**src/rtl/sipo_deser_param_if.sv**
```systemverilog
// Serial-slice in / assembled-word out handshake bundle
// for the parameterised SIPO deserialiser.
interface sipo_deser_param_if #(
    parameter int DATA_W = 8,
    parameter int LANES  = 1,
    parameter int DEPTH  = 4
);
    logic [LANES-1:0]         s_data_i;
    logic                     s_valid_i;
    logic                     s_sof_i;
    logic                     s_ready_o;
    logic                     flush_i;
    logic [DATA_W-1:0]        m_data_o;
    logic                     m_valid_o;
    logic                     m_ready_i;
    logic [$clog2(DEPTH):0]   level_o;
    logic                     align_err_o;

    modport master (
        output s_data_i, s_valid_i, s_sof_i,
        output flush_i, m_ready_i,
        input  s_ready_o, m_data_o, m_valid_o,
        input  level_o, align_err_o
    );

    modport slave (
        input  s_data_i, s_valid_i, s_sof_i,
        input  flush_i, m_ready_i,
        output s_ready_o, m_data_o, m_valid_o,
        output level_o, align_err_o
    );
endinterface

```
**src/rtl/sipo_deser_param.sv**
```systemverilog
// Serial-in parallel-out deserialiser: LANES bits per beat,
// sof-framed words, first-word-fall-through output FIFO.
module sipo_deser_param #(
    parameter int DATA_W    = 8,
    parameter int LANES     = 1,
    parameter int DEPTH     = 4,
    parameter int MSB_FIRST = 0
) (
    input  logic              clk_i,
    input  logic              rst_n_i,
    sipo_deser_param_if.slave bus
);
    localparam int BEATS = DATA_W / LANES;
    localparam int CW    = (BEATS > 1) ? $clog2(BEATS) : 1;
    localparam int AW    = $clog2(DEPTH);
    localparam int LW    = AW + 1;

    localparam logic [0:0] ST_IDLE    = 1'b0;
    localparam logic [0:0] ST_COLLECT = 1'b1;

    logic [0:0]        state_q;
    logic [CW-1:0]     cnt_q;
    logic [DATA_W-1:0] part_q;
    logic [DATA_W-1:0] mem [DEPTH];
    logic [AW-1:0]     wr_ptr_q;
    logic [AW-1:0]     rd_ptr_q;
    logic [LW-1:0]     level_q;
    logic              err_q;
    logic              live_q;

    logic              s_ready;
    logic              acc;
    logic              take;
    logic              last;
    logic              push;
    logic              pop;
    logic              err;
    logic [CW-1:0]     idx;
    logic [DATA_W-1:0] word;

    always_comb begin
        s_ready = live_q
                && (level_q < LW'(DEPTH))
                && !bus.flush_i;
        acc  = bus.s_valid_i && s_ready;
        take = acc && (bus.s_sof_i
                || state_q == ST_COLLECT);
        idx  = bus.s_sof_i ? '0 : cnt_q;
        last = take && (idx == CW'(BEATS - 1));
        push = last;
        pop  = (level_q != '0) && bus.m_ready_i;
        err  = acc && bus.s_sof_i
            && (state_q == ST_COLLECT);
    end

    // A sof slice always restarts from an empty word.
    always_comb begin
        word = bus.s_sof_i ? '0 : part_q;
        for (int b = 0; b < BEATS; b++) begin
            if (CW'(b) == idx) begin
                word[((MSB_FIRST != 0)
                      ? (BEATS - 1 - b) : b) * LANES
                     +: LANES] = bus.s_data_i;
            end
        end
    end

    always_ff @(posedge clk_i or negedge rst_n_i) begin
        if (!rst_n_i) begin
            state_q  <= ST_IDLE;
            cnt_q    <= '0;
            part_q   <= '0;
            wr_ptr_q <= '0;
            rd_ptr_q <= '0;
            level_q  <= '0;
            err_q    <= 1'b0;
            live_q   <= 1'b0;
        end else begin
            live_q <= 1'b1;
            if (bus.flush_i) begin
                state_q  <= ST_IDLE;
                cnt_q    <= '0;
                part_q   <= '0;
                wr_ptr_q <= '0;
                rd_ptr_q <= '0;
                level_q  <= '0;
                err_q    <= 1'b0;
            end else begin
                err_q <= err;
                if (take) begin
                    if (last) begin
                        state_q <= ST_IDLE;
                        cnt_q   <= '0;
                        part_q  <= '0;
                    end else begin
                        state_q <= ST_COLLECT;
                        cnt_q   <= idx + CW'(1);
                        part_q  <= word;
                    end
                end
                if (push)
                    wr_ptr_q <= wr_ptr_q + AW'(1);
                if (pop)
                    rd_ptr_q <= rd_ptr_q + AW'(1);
                unique case ({push, pop})
                    2'b10:   level_q <= level_q + LW'(1);
                    2'b01:   level_q <= level_q - LW'(1);
                    default: level_q <= level_q;
                endcase
            end
        end
    end

    always_ff @(posedge clk_i) begin
        if (push && !bus.flush_i)
            mem[wr_ptr_q] <= word;
    end

    assign bus.s_ready_o   = s_ready;
    assign bus.m_valid_o   = (level_q != '0);
    assign bus.m_data_o    = (level_q != '0)
                           ? mem[rd_ptr_q] : '0;
    assign bus.level_o     = level_q;
    assign bus.align_err_o = err_q;
endmodule
```
**src/flat_wrapper.sv**
```systemverilog
// flat-port wrapper written by rule: the top's interface ports become plain ports
module sipo_deser_param_flat 
#(
    parameter int DATA_W    = 8,
    parameter int LANES     = 1,
    parameter int DEPTH     = 4,
    parameter int MSB_FIRST = 0
)
  (clk_i, rst_n_i, bus_s_data_i, bus_s_valid_i, bus_s_sof_i, bus_flush_i, bus_m_ready_i, bus_s_ready_o, bus_m_data_o, bus_m_valid_o, bus_level_o, bus_align_err_o);
  sipo_deser_param_if #(.DATA_W(DATA_W), .LANES(LANES), .DEPTH(DEPTH)) bus_i ();
  input  logic clk_i;
  input  logic rst_n_i;
  input wire logic [$bits(bus_i.s_data_i)-1:0] bus_s_data_i;
  input wire logic [$bits(bus_i.s_valid_i)-1:0] bus_s_valid_i;
  input wire logic [$bits(bus_i.s_sof_i)-1:0] bus_s_sof_i;
  input wire logic [$bits(bus_i.flush_i)-1:0] bus_flush_i;
  input wire logic [$bits(bus_i.m_ready_i)-1:0] bus_m_ready_i;
  output wire logic [$bits(bus_i.s_ready_o)-1:0] bus_s_ready_o;
  output wire logic [$bits(bus_i.m_data_o)-1:0] bus_m_data_o;
  output wire logic [$bits(bus_i.m_valid_o)-1:0] bus_m_valid_o;
  output wire logic [$bits(bus_i.level_o)-1:0] bus_level_o;
  output wire logic [$bits(bus_i.align_err_o)-1:0] bus_align_err_o;
  assign bus_i.s_data_i = bus_s_data_i;
  assign bus_i.s_valid_i = bus_s_valid_i;
  assign bus_i.s_sof_i = bus_s_sof_i;
  assign bus_i.flush_i = bus_flush_i;
  assign bus_i.m_ready_i = bus_m_ready_i;
  assign bus_s_ready_o = bus_i.s_ready_o;
  assign bus_m_data_o = bus_i.m_data_o;
  assign bus_m_valid_o = bus_i.m_valid_o;
  assign bus_level_o = bus_i.level_o;
  assign bus_align_err_o = bus_i.align_err_o;
  sipo_deser_param #(.DATA_W(DATA_W), .LANES(LANES), .DEPTH(DEPTH), .MSB_FIRST(MSB_FIRST)) u_core (.clk_i(clk_i), .rst_n_i(rst_n_i), .bus(bus_i));
endmodule
```
**config.mk**
```make
export PLATFORM = sky130hd
export DESIGN_NAME = sipo_deser_param_flat
export DESIGN_NICKNAME = d
export VERILOG_FILES = /design/src/rtl/sipo_deser_param_if.sv /design/src/rtl/sipo_deser_param.sv /design/src/flat_wrapper.sv
export SDC_FILE = /design/constraint.sdc
export NUM_CORES = 1
export LEC_CHECK = 0
export CAP_MARGIN = 0
export CORE_MARGIN = 1
export CORE_UTILIZATION = 55
export DETAILED_ROUTE_END_ITERATION = 8
export PLACE_DENSITY = 0.76
export SYNTH_ARGS = -nofsm -noshare
export SYNTH_HDL_FRONTEND = slang
export SYNTH_SLANG_ARGS = --single-unit
```
**constraint.sdc**
```tcl
create_clock -name clk_i -period 3.4 [get_ports clk_i]
set_input_delay 0.68 -clock clk_i [delete_from_list [all_inputs] [get_ports clk_i]]
set_output_delay 0.68 -clock clk_i [all_outputs]
set_load 0.02 [all_outputs]
```
======== Yosys cells after proc, flatten, opt, wreduce, memory -nomap -nowiden ========
Memories as Yosys holds them, arrays and structs flattened.
Index checks and enable logic that the tools add are counted.
W data, S select, Z words.
word-level totals
  input port bits ......................... 7
  bits in latches ......................... 0
  RAM bits ................................ 32
  bits in read-only memories .............. 0
  flip-flop bits (word level) ............. 21
  memories ................................ 1
memories
  name        words  width  read ports  clocked after memory_dff  wr ports  RTL line                text
  u_core.mem  4      8      1           0                         1         sipo_deser_param.sv:24  logic [DATA_W-1:0] mem [DEPTH];
operators by class
  $lt $le $gt $ge ......................... 1
  $add $sub $neg .......................... 5
  reduce and logical (&&, ||, !) cells .... 17
  bitwise logic cells ..................... 0
  shift operators ......................... 0
  divide/modulo/power cells ............... 0
  muxes and demuxes ....................... 29
  equality and inequality tests ........... 10
  multiply operators ...................... 0
operators by type and width
  cell                   number
  $mux W8                5
  $mux W3                5
  $mux W1                14
  $eq A3 B3 Y1 const A   4
  $logic_and A1 B1 Y1    9
  $mux W2                4
  $add A3 B1 Y3 const B  2
  $eq A2 B3 Y1 const A   2
  $pmux W3 S2            1
  $reduce_bool A2 Y1     3
  $reduce_bool A3 Y1     2
  $add A2 B1 Y2 const B  2
  $eq A1 B3 Y1 const A   1
  $eq A3 B3 Y1 const B   1
  $logic_not A3 Y1       1
  $lt A3 B3 Y1 const B   1
  $sub A3 B1 Y3 const B  1
  $eq A2 B1 Y1 const B   1
  $eq A2 B2 Y1 const B   1
  $logic_not A1 Y1       1
  $logic_or A1 B1 Y1     1

======== Longest topological paths before layout ========
Gate-level depths: netlist (run 1).
  depth in word-level cells ............... 9
  mapped depth ............................ 9

======== Least setup slack after synthesis (run 1) ========
OpenSTA, ideal clock, no wires.
  path kind ............................... in2reg
  start ................................... input port bus_s_sof_i
  end ..................................... register u_core.level_q[2] (netlist: u_core.bus.level_o[2])
  stages .................................. 9
  library setup time ...................... 128 ps
  arrival time ............................ 2617 ps
  path buffers ............................ 1
  setup slack ............................. 656 ps
  cell sequence ........................... buf_2 nor2b_1 ha_1 ha_1 o21a_1 a21oi_2 fa_1 mux2i_1 mux2_1
between the ends
  word-level cells in the longest chain between the ends .. 6
  elaborated cells on any way between the ends .. 10
RTL lines
  element                                                     RTL line                                        text
  start, declared                                             flat_wrapper.sv:15                              input wire logic [$bits(bus_i.s_sof_i)-1:0] bus_s_sof_i;
  $mux W3 / $logic_or A1 B1 Y1 (equally long branches)        sipo_deser_param.sv:48, sipo_deser_param.sv:47
  $eq A3 B3 Y1 / $logic_and A1 B1 Y1 (equally long branches)  sipo_deser_param.sv:49, sipo_deser_param.sv:46
  $logic_and A1 B1 Y1 (*)                                     sipo_deser_param.sv:49                          last = take && (idx == CW'(BEATS - 1));
  $eq A2 B1 Y1 / $eq A2 B2 Y1 (equally long branches)         sipo_deser_param.sv:105                         unique case ({push, pop})
  $pmux W3 S2                                                 sipo_deser_param.sv:105
  $mux W3                                                     sipo_deser_param.sv:80                          if (bus.flush_i) begin
  end signal, assigned                                        sipo_deser_param.sv:106                         2'b10: level_q <= level_q + LW'(1);
  end signal, assigned                                        sipo_deser_param.sv:107                         2'b01: level_q <= level_q - LW'(1);
  end signal, assigned                                        sipo_deser_param.sv:108                         default: level_q <= level_q;
  end, declared                                               sipo_deser_param.sv:27                          logic [LW-1:0] level_q;
Every way passes the cells marked *; elsewhere a longest branch is shown, timed or not.
A chain may end at the register's enable or synchronous reset.

======== Final worst setup path (run 1) ========
  start ................................... register u_core.rd_ptr_q[0]
  end ..................................... output port bus_m_data_o[0]
between the ends
  word-level cells in the longest chain between the ends .. 2
RTL lines
  element                 RTL line                 text
  start, declared         sipo_deser_param.sv:26   logic [AW-1:0] rd_ptr_q;
  start signal, assigned  sipo_deser_param.sv:104  rd_ptr_q <= rd_ptr_q + AW'(1);
  $mem_v2 Z4 W8           --
  $mux W8                 sipo_deser_param.sv:122  ? mem[rd_ptr_q] : '0;
  end, declared           flat_wrapper.sv:19       output wire logic [$bits(bus_i.m_data_o)-1:0] bus_m_data_o;
Every way passes these cells.

==> run summary, run 1 <==
Warnings, synthesis = 0
Outcome = complete, no violations
Synth Register Bits = 53
Setup WS pre-CTS = 0.1633 ns
CTS Sinks = 53
Final worst slack = 0.4136 ns
Setup repair bufs after CTS = 0
Hold Vio Cnt, Final = 0
Min Tclk post-route = 2.986 ns
Die ar. = 4925 um^2
CTS tree = done
Worst Path Max Fanout = 10
Most common cell after layout, fill and taps aside = edfxtp_1
Slew Viols, Final = 0
Dpl cells = 258
Core area = 4414 um^2
Max IR drop VDD = 0.2853 mV
Initial Util = 57.91%
Hold Path Class = reg -> reg
PD cells = 370.1 nW/um^2
RSZ-0062 raised after global routing = no
Largest net degree at the start of global routing = 22
Die Ht = 70.18 um
Synth top area share = 37.59%
Clock latency on the worst-skew pair = 0.31 ns
Antenna diode count = 0
Via count = 1519
Ys async rst share = 39.62%
Non-filler instance count after layout = 266
Max-Cap Viols = 0
Global route overflow = 0
Synthesized instance count = 191
Setup Skew = 0.007759 ns
Mean Syn Cell Area = 13.38 um^2
Share of layout cells above drive strength 1 = 14.49%
F_max = 334.9 MHz
Slew @ Worst Pin = 0.9602 ns
Post-route setup TNS = 0 ns
GRT Overall Usage = 21.34%
Slew HR = 35.78%
Initial DRC count = 89
DRT antenna net count = 0
Vias per inst = 5.711
Top-Level Pins = 21
Worst path required time = 2.72 ns
Netlist cell types = 43
Initial antenna violation count = 0
Area delta synth->final = 13.56%
Port Buffer Count = 20
Clock Path Buffers = 2
CTS resizes = 0
Root buffer cell = clkbuf_8
FILL cells = 323
GP Congestion = 0.8061
Final WL = 4.598 mm
Pleak = 1.148 nW
DRC errors left = 0
Critical Path Start Type = flip-flop
Sequential-to-total area share from yosys stat = 58.15%
Reg clk slew, reported paths = 0.09 ns
Die Wd = 70.18 um
Post-synth top area cell = edfxtp_1
Detail Placement HPWL = 3.288 mm
Htree depth = 2
Cts hold-fix bufs = 0
Setup crit end kind = primary output
Row count = 24
DRT Pass-1 Iters = 4
Setup violators final = 0
Vias in the first global route = 1592
Post-Syn Nets = 209
Area of the mapped netlist = 2556 um^2
Synth area leaders = edfxtp_1, dfrtp_1, mux4_2
Post-synth EDFFs = 32
First-pass GRT wire length = 7.824 mm
Clock buffer count from CTS = 5
Most frequent cells in the layout = edfxtp_1, dfrtp_1, clkdlybuf4s50_1
Post-layout nets = 231
Drt wl/cell = 17.29 um
Crit path DAT = 2.31 ns
Synth Flop Type = edfxtp_1
Final Cycle Share = 87.84%
Setup CP Type = reg -> out
==> sequential cells by signal, summed over array words and instances, names as in the netlist <==
name                    count
u_core.cnt_q                3
u_core.mem                 32
u_core.part_q               8
u_core.state_q              1
u_core.wr_ptr_q             2
u_core.rd_ptr_q             2
u_core.live_q               1
u_core.bus.align_err_o      1
u_core.bus.level_o          3
==> worst paths after layout <==
path	from	endpoint	slack, ns	cells after the start
worst max-delay path	u_core.rd_ptr_q[0]	bus_m_data_o[0]	0.41	3
worst min-delay path	u_core.part_q[3]	u_core.part_q[3]	0.52	2
worst max register to register	u_core.cnt_q[2]	u_core.bus.level_o[2]	0.94	8
worst min register to register	u_core.part_q[3]	u_core.part_q[3]	0.52	2
max in group asynchronous	rst_n_i	u_core.part_q[2]	1.91	1
min in group asynchronous	rst_n_i	u_core.part_q[1]	0.90	1
==> kinds of logic (layout without fill, tap and decap cells) <==
family,after synthesis,after routing,synth area share (%)
buf+inv,18,41,2.986
compound gates,27,27,8.126
simple gates,65,65,14.73
mux,14,14,9.496
flops,53,53,58.15
other cells,1,1,0.1467
fa+ha+maj,11,11,5.678
xor+xnor,2,2,0.6854
==> area by class of cell <==
type	count	area, um^2	area share (%)
multi-input combinational	120	993.5	34.22
clock inverter	3	21.27	0.7328
clock buffer	5	68.82	2.371
inverter	8	30.03	1.034
timing repair buffer	25	237.7	8.190
tap	52	65.06	2.241
sequential	53	1486	51.21
==> metrics by stage <==
| stage | util, % | area, um^2 | hold WS, ns | total power [W] |
|---|---|---|---|---|
| CTS | 65.76 | 2903 | 0.5236 | 0.001084 |
| global placement | 63.72 | 2813 | 0.4948 | 0.0007339 |
| detailed placement | 63.72 | 2813 | 0.5010 | 0.0007350 |
| floorplan | - | 2556 | 0.3844 | 0.0007138 |
| global route | 65.76 | 2903 | 0.5380 | 0.001117 |
| finish | 65.76 | 2903 | 0.5247 | 0.001074 |
==> worst max-delay path, stage by stage (launching register included) <==
cell and delay [ns]:
dfrtp_1 0.73, mux4_2 0.58, and2_1 0.17, clkdlybuf4s50_1 0.52
==> power breakdown <==
part / switching (W) / internal (W)
Combinational: 0.0000246 / 0.0000162
Sequential: 0.00000133 / 0.000679
Clock: 0.000207 / 0.000146
Total: 0.000233 / 0.000841
==> Yosys cell counts (all sizes together), types with 4 or more instances <==
cell    number
edfxtp      32
dfrtp       21
nor2        14
a21oi       10
and2        10
ha          10
nand2b       9
inv          8
mux4         8
nand2        7
and3         6
buf          6
nor2b        6
clkbuf       4
mux2i        4
nand3        4
==> layer usage <==
layer  global-route usage [%]  part of all wire (%)  wire length, um  vias up
li1                         -                     -                -      729
met1                    28.12                    44             2023      751
met2                    34.29                    50             2288       33
met3                    4.618                   4.8              222        6
met4                    9.333                   1.4               63        0
met5                        0                     0                0        -
Note: power is estimated with default switching activity, not from simulation.
==> inputs of run 2 (changes only) <==
--- a/config.mk
+++ b/config.mk
@@ -7,9 +7,9 @@
 export LEC_CHECK = 0
 export CAP_MARGIN = 0
 export CORE_MARGIN = 1
-export CORE_UTILIZATION = 55
+export CORE_UTILIZATION = 52
 export DETAILED_ROUTE_END_ITERATION = 8
-export PLACE_DENSITY = 0.76
+export PLACE_DENSITY = 0.75
 export SYNTH_ARGS = -nofsm -noshare
 export SYNTH_HDL_FRONTEND = slang
 export SYNTH_SLANG_ARGS = --single-unit
==> constraint.sdc (replaced) <==
create_clock -name clk_i -period 2.5 [get_ports clk_i]
set_input_delay 0.25 -clock clk_i [delete_from_list [all_inputs] [get_ports clk_i]]
set_output_delay 0.25 -clock clk_i [all_outputs]
set_load 0.02 [all_outputs]
==> run 2 against run 1 <==
  * Worst hold slack worse by 0.24 ns
  * Clock skew barely moved
  * Count of clock-buffer cells in the layout grew 1
  * Setup slack got worse by 0.29 ns
  * Die area increased by 5.6%
  * Core utilization fell by 2.9 points
  * Sequential share of layout area is 1.2 points lower
  * Global-route usage down 2.5 points
  * Cell count increased by 8.3%
  * Largest cell class unchanged
==> run summary, run 2 (same netlist as run 1, synthesis figures left out) <==
RSZ-0062 raised after global routing = no
Max IR drop VDD = 0.2463 mV (-14%)
Dpl cells = 280 (+8.5%)
Slew Viols, Final = 0 (unchanged)
Setup CP Type = reg -> out
Most frequent cells in the layout = edfxtp_1, dfrtp_1, clkdlybuf4s50_1
Antenna diode count = 0 (unchanged)
Core area = 4723 um^2 (+7.0%)
First-pass GRT wire length = 7.369 mm (-5.8%)
Pleak = 1.186 nW (+3.2%)
Post-route setup TNS = 0 ns (unchanged)
Setup crit end kind = primary output
Initial antenna violation count = 0 (unchanged)
PD cells = 489.2 nW/um^2 (+32%)
GRT Overall Usage = 18.81% (-2.5 points)
Slew @ Worst Pin = 0.5593 ns (-0.4009 ns)
DRT Pass-1 Iters = 4 (unchanged)
Global route overflow = 0 (unchanged)
Registers with the most flip-flops = u_core.mem: 32 flops, u_core.part_q: 8 flops
Row count = 25 (+4.2%)
Htree depth = 2 (unchanged)
Setup violators final = 0 (unchanged)
Initial Util = 54.12% (-3.8 points)
Share of layout cells above drive strength 1 = 16.74% (+2.3 points)
Clock Path Buffers = 2 (unchanged)
DRT antenna net count = 0 (unchanged)
Via count = 1553 (+2.2%)
Top-Level Pins = 21 (unchanged)
Non-filler instance count after layout = 288 (+8.3%)
Crit path DAT = 2.12 ns (-0.19 ns)
Max-Cap Viols = 0 (unchanged)
Critical Path Start Type = flip-flop
Setup WS pre-CTS = -0.1233 ns (-0.2866 ns)
Worst path required time = 2.25 ns (-0.47 ns)
Outcome = complete, no violations
Port Buffer Count = 20 (unchanged)
Vias per inst = 5.392 (-5.6%)
Initial DRC count = 86 (-3.4%)
Clock latency on the worst-skew pair = 0.30 ns (about the same)
CTS tree = done
Detail Placement HPWL = 3.182 mm (-3.2%)
CTS Sinks = 53 (unchanged)
Die ar. = 5200 um^2 (+5.6%)
Drt wl/cell = 15.15 um (-12%)
Largest Register = u_core.mem
Fin Hold WS = 0.2848 ns (-0.2399 ns)
Cts hold-fix bufs = 0 (unchanged)
Largest net degree at the start of global routing = 23 (+4.5%)
Setup repair bufs after CTS = 0 (unchanged)
CTS resizes = 0 (unchanged)
Largest register FFs = 32 (unchanged)
Setup Skew = 0.007687 ns (-0.00007228 ns)
GP Congestion = 0.8245 (+2.3%)
Final Cycle Share = 94.98%
Hold Path Class = in -> async
Worst Path Max Fanout = 8 (-2)
Slew HR = 62.71% (+27 points)
Hold Vio Cnt, Final = 0 (unchanged)
Clock buffer count from CTS = 5 (unchanged)
DRC errors left = 0 (unchanged)
Die Wd = 72.11 um (+2.8%)
Reg clk slew, reported paths = 0.09 ns (about the same)
Most common cell after layout, fill and taps aside = edfxtp_1
Root buffer cell = clkbuf_8
Final WL = 4.363 mm (-5.1%)
Post-layout nets = 238 (+3.0%)
Area delta synth->final = 16.20%
F_max = 421.1 MHz
Die Ht = 72.11 um (+2.8%)
Vias in the first global route = 1582 (-0.63%)
Min Tclk post-route = 2.374 ns
Final worst slack = 0.1255 ns (-0.2881 ns)
## run 2: worst paths after layout
kind	start	to	slack, ns	cells after the start
worst max-delay path	u_core.rd_ptr_q[0]	bus_m_data_o[4]	0.13	4
worst min-delay path	rst_n_i	u_core.cnt_q[2]	0.28	2
worst max register to register	u_core.cnt_q[0]	u_core.bus.level_o[2]	0.29	8
worst min register to register	u_core.part_q[2]	u_core.part_q[2]	0.52	2
max in group asynchronous	rst_n_i	u_core.rd_ptr_q[1]	1.99	2
min in group clk_i	u_core.part_q[2]	u_core.part_q[2]	0.52	2
## run 2: critical path: stages, from the launching register on
cell and delay (ns):
dfrtp_1 0.39, buf_4 0.22, mux4_2 0.52, and2_1 0.17, clkdlybuf4s50_1 0.52
## run 2: metal layers
layer / wire [um] / GRT usage (%)
met5: 0 / 0
met4: 46 / 4.575
met3: 127 / 4.583
met2: 2246 / 32.50
met1: 1941 / 24.00
## run 2: cell type report
type / instances / area [um^2]
inverter: 8 / 30.03
clock inverter: 2 / 13.76
multi-input combinational: 120 / 993.5
tap: 67 / 83.83
clock buffer: 6 / 72.57
sequential: 53 / 1486
timing repair buffer: 32 / 290.3
fill: 372 / 1753
## run 2: through the flow
step	utilization [%]	cell area (um^2)	power [W]
6_report	62.89	2970	0.001453
5_1_grt	62.89	2970	0.001502
4_1_cts	62.89	2970	0.001469
3_5_place_dp	61.06	2884	0.001002
3_3_place_gp	61.06	2884	0.0009997
2_1_floorplan	-	2556	0.0009707
## run 2: power by group
group,switching (W),total [W],internal [W]
registers,0.00000176,0.000925,0.000923
clock network,0.000270,0.000470,0.000200
logic,0.0000348,0.0000582,0.0000234
==> inputs of run 3 (changes only) <==
--- a/config.mk
+++ b/config.mk
@@ -7,9 +7,9 @@
 export LEC_CHECK = 0
 export CAP_MARGIN = 0
 export CORE_MARGIN = 1
-export CORE_UTILIZATION = 52
+export CORE_UTILIZATION = 55
 export DETAILED_ROUTE_END_ITERATION = 8
-export PLACE_DENSITY = 0.75
+export PLACE_DENSITY = 0.76
 export SYNTH_ARGS = -nofsm -noshare
 export SYNTH_HDL_FRONTEND = slang
 export SYNTH_SLANG_ARGS = --single-unit
==> constraint.sdc (replaced) <==
create_clock -name clk_i -period 2.75 [get_ports clk_i]
set_input_delay 0.275 -clock clk_i [delete_from_list [all_inputs] [get_ports clk_i]]
set_output_delay 0.275 -clock clk_i [all_outputs]
set_load 0.02 [all_outputs]
==> run 3 against run 2 <==
  * Largest power group unchanged
  * Largest cell class unchanged
  * Sequential share of layout area is 0.71 points higher
  * Clock skew up 0.0010 ns
  * Worst hold slack improved by 0.22 ns
  * Highest routed layer unchanged
  * Critical path type unchanged
==> run summary, run 3 (same netlist as run 1, synthesis figures left out) <==
Most common cell after layout, fill and taps aside = edfxtp_1
Slew HR = 33.39% (-29 points)
DRT Pass-1 Iters = 4 (unchanged)
Setup CP Type = reg -> out
Die Wd = 70.18 um (-2.7%)
Clock latency on the worst-skew pair = 0.31 ns (about the same)
Final Cycle Share = 92.19%
Share of layout cells above drive strength 1 = 15.67% (-1.1 points)
Hold Path Class = in -> async
Initial Util = 57.91% (+3.8 points)
Setup crit end kind = primary output
Reg area = 1486 um^2 (unchanged)
Registers with the most flip-flops = u_core.mem: 32 flops, u_core.part_q: 8 flops
Area delta synth->final = 14.59%
Via count = 1549 (-0.26%)
Multi-input logic area = 993.5 um^2 (unchanged)
DRT antenna net count = 0 (unchanged)
Max IR drop VDD = 0.2918 mV (+18%)
Setup Skew = 0.008734 ns (+0.001047 ns)
Setup repair bufs after CTS = 0 (unchanged)
Top-Level Pins = 21 (unchanged)
Min Tclk post-route = 2.535 ns
Hold Vio Cnt, Final = 0 (unchanged)
Largest net degree at the start of global routing = 23 (unchanged)
CTS resizes = 0 (unchanged)
Drt wl/cell = 17.22 um (+14%)
Antenna diode count = 0 (unchanged)
Final Core Density = 66.35% (+3.5 points)
Crit path DAT = 2.26 ns (+0.14 ns)
Largest Register = u_core.mem
Core area = 4414 um^2 (-6.5%)
Critical Path Start Type = flip-flop
Worst Path Max Fanout = 9 (+1)
GRT Overall Usage = 20.83% (+2.0 points)
Max-Cap Viols = 0 (unchanged)
Post-route setup TNS = 0 ns (unchanged)
Initial antenna violation count = 0 (unchanged)
FILL cells = 323 (-13%)
PD cells = 456.5 nW/um^2 (-6.7%)
Reg clk slew, reported paths = 0.10 ns (about the same)
Final WL = 4.633 mm (+6.2%)
Worst path required time = 2.48 ns (+0.23 ns)
Clock buffer count from CTS = 5 (unchanged)
Outcome = complete, no violations
F_max = 394.4 MHz
Initial DRC count = 55 (-36%)
Detail Placement HPWL = 3.347 mm (+5.2%)
Slew Viols, Final = 0 (unchanged)
Post-layout nets = 234 (-1.7%)
Pleak = 1.165 nW (-1.7%)
DRC errors left = 0 (unchanged)
Most frequent cells in the layout = edfxtp_1, dfrtp_1, clkdlybuf4s50_1
RSZ-0062 raised after global routing = no
Largest register FFs = 32 (unchanged)
Cts hold-fix bufs = 0 (unchanged)
Global route overflow = 0 (unchanged)
First-pass GRT wire length = 7.645 mm (+3.7%)
Port Buffer Count = 20 (unchanged)
Setup violators final = 0 (unchanged)
Final Power = 0.001337 W (-8.0%)
CTS Sinks = 53 (unchanged)
Clock Path Buffers = 2 (unchanged)
CTS tree = done
Row count = 24 (-4.0%)
Htree depth = 2 (unchanged)
Die ar. = 4925 um^2 (-5.3%)
Slew @ Worst Pin = 0.9960 ns (+0.4366 ns)
GP Congestion = 0.8131 (-1.4%)
Die Ht = 70.18 um (-2.7%)
Fin Hold WS = 0.5095 ns (+0.2247 ns)
Root buffer cell = clkbuf_8
Vias in the first global route = 1567 (-0.95%)
Vias per inst = 5.758 (+6.8%)
-- run 3: cell types whose count changed in the layout (fill, tap and decap cells not counted) --
cell / before / now
buf_4: 12 / 8
clkbuf_1: 1 / 0
clkinv_2: 1 / 0
clkinv_4: 0 / 1
clkinvlp_4: 0 / 1
-- run 3: cell type report --
| class | instances | area share [%] |
|---|---|---|
| Tap cell | 52 | 2.221 |
| Multi-Input combinational cell | 120 | 33.92 |
| Sequential cell | 53 | 50.75 |
| Clock buffer | 5 | 2.349 |
| Inverter | 8 | 1.025 |
| Clock inverter | 3 | 0.8543 |
| Timing Repair Buffer | 28 | 8.885 |
-- run 3: worst max-delay path, stage by stage, from the launching register on --
cell,delay [ns]
dfrtp_1,0.69
mux4_2,0.56
and2_1,0.17
clkdlybuf4s50_1,0.53
-- run 3: metrics by stage --
step	worst slack [ns]	area, um^2	instances
after floorplan	0.4106	2556	191
after global placement	0.1852	2835	261
after detailed placement	0.08452	2835	261
after CTS	0.1619	2929	269
after global routing	0.07109	2929	269
final	0.2147	2929	269
-- run 3: worst paths after layout --
path                                    startpoint                    end  slack [ns]  cells after the start
worst max-delay path            u_core.rd_ptr_q[0]        bus_m_data_o[6]        0.21                      3
worst min-delay path                       rst_n_i     u_core.rd_ptr_q[0]        0.51                      1
worst max register to register     u_core.cnt_q[2]  u_core.bus.level_o[2]        0.49                      8
worst min register to register    u_core.part_q[2]       u_core.part_q[2]        0.52                      2
max in group asynchronous                  rst_n_i       u_core.part_q[1]        1.64                      1
min in group clk_i                u_core.part_q[2]       u_core.part_q[2]        0.52                      2
-- run 3: report_power, final --
part           internal, W  switching [W]
Clock             0.000184       0.000262
Sequential        0.000839     0.00000151
Combinational    0.0000194      0.0000308
Total              0.00104       0.000294
-- run 3: layer usage --
| metal | up-vias | share of wire, % | global-route usage (%) |
|---|---|---|---|
| met5 | - | 0 | 0 |
| met4 | 0 | 1.7 | 8.000 |
| met3 | 8 | 3.3 | 3.608 |
| met2 | 34 | 51 | 34.83 |
| met1 | 769 | 44 | 27.33 |
| li1 | 738 | - | - |
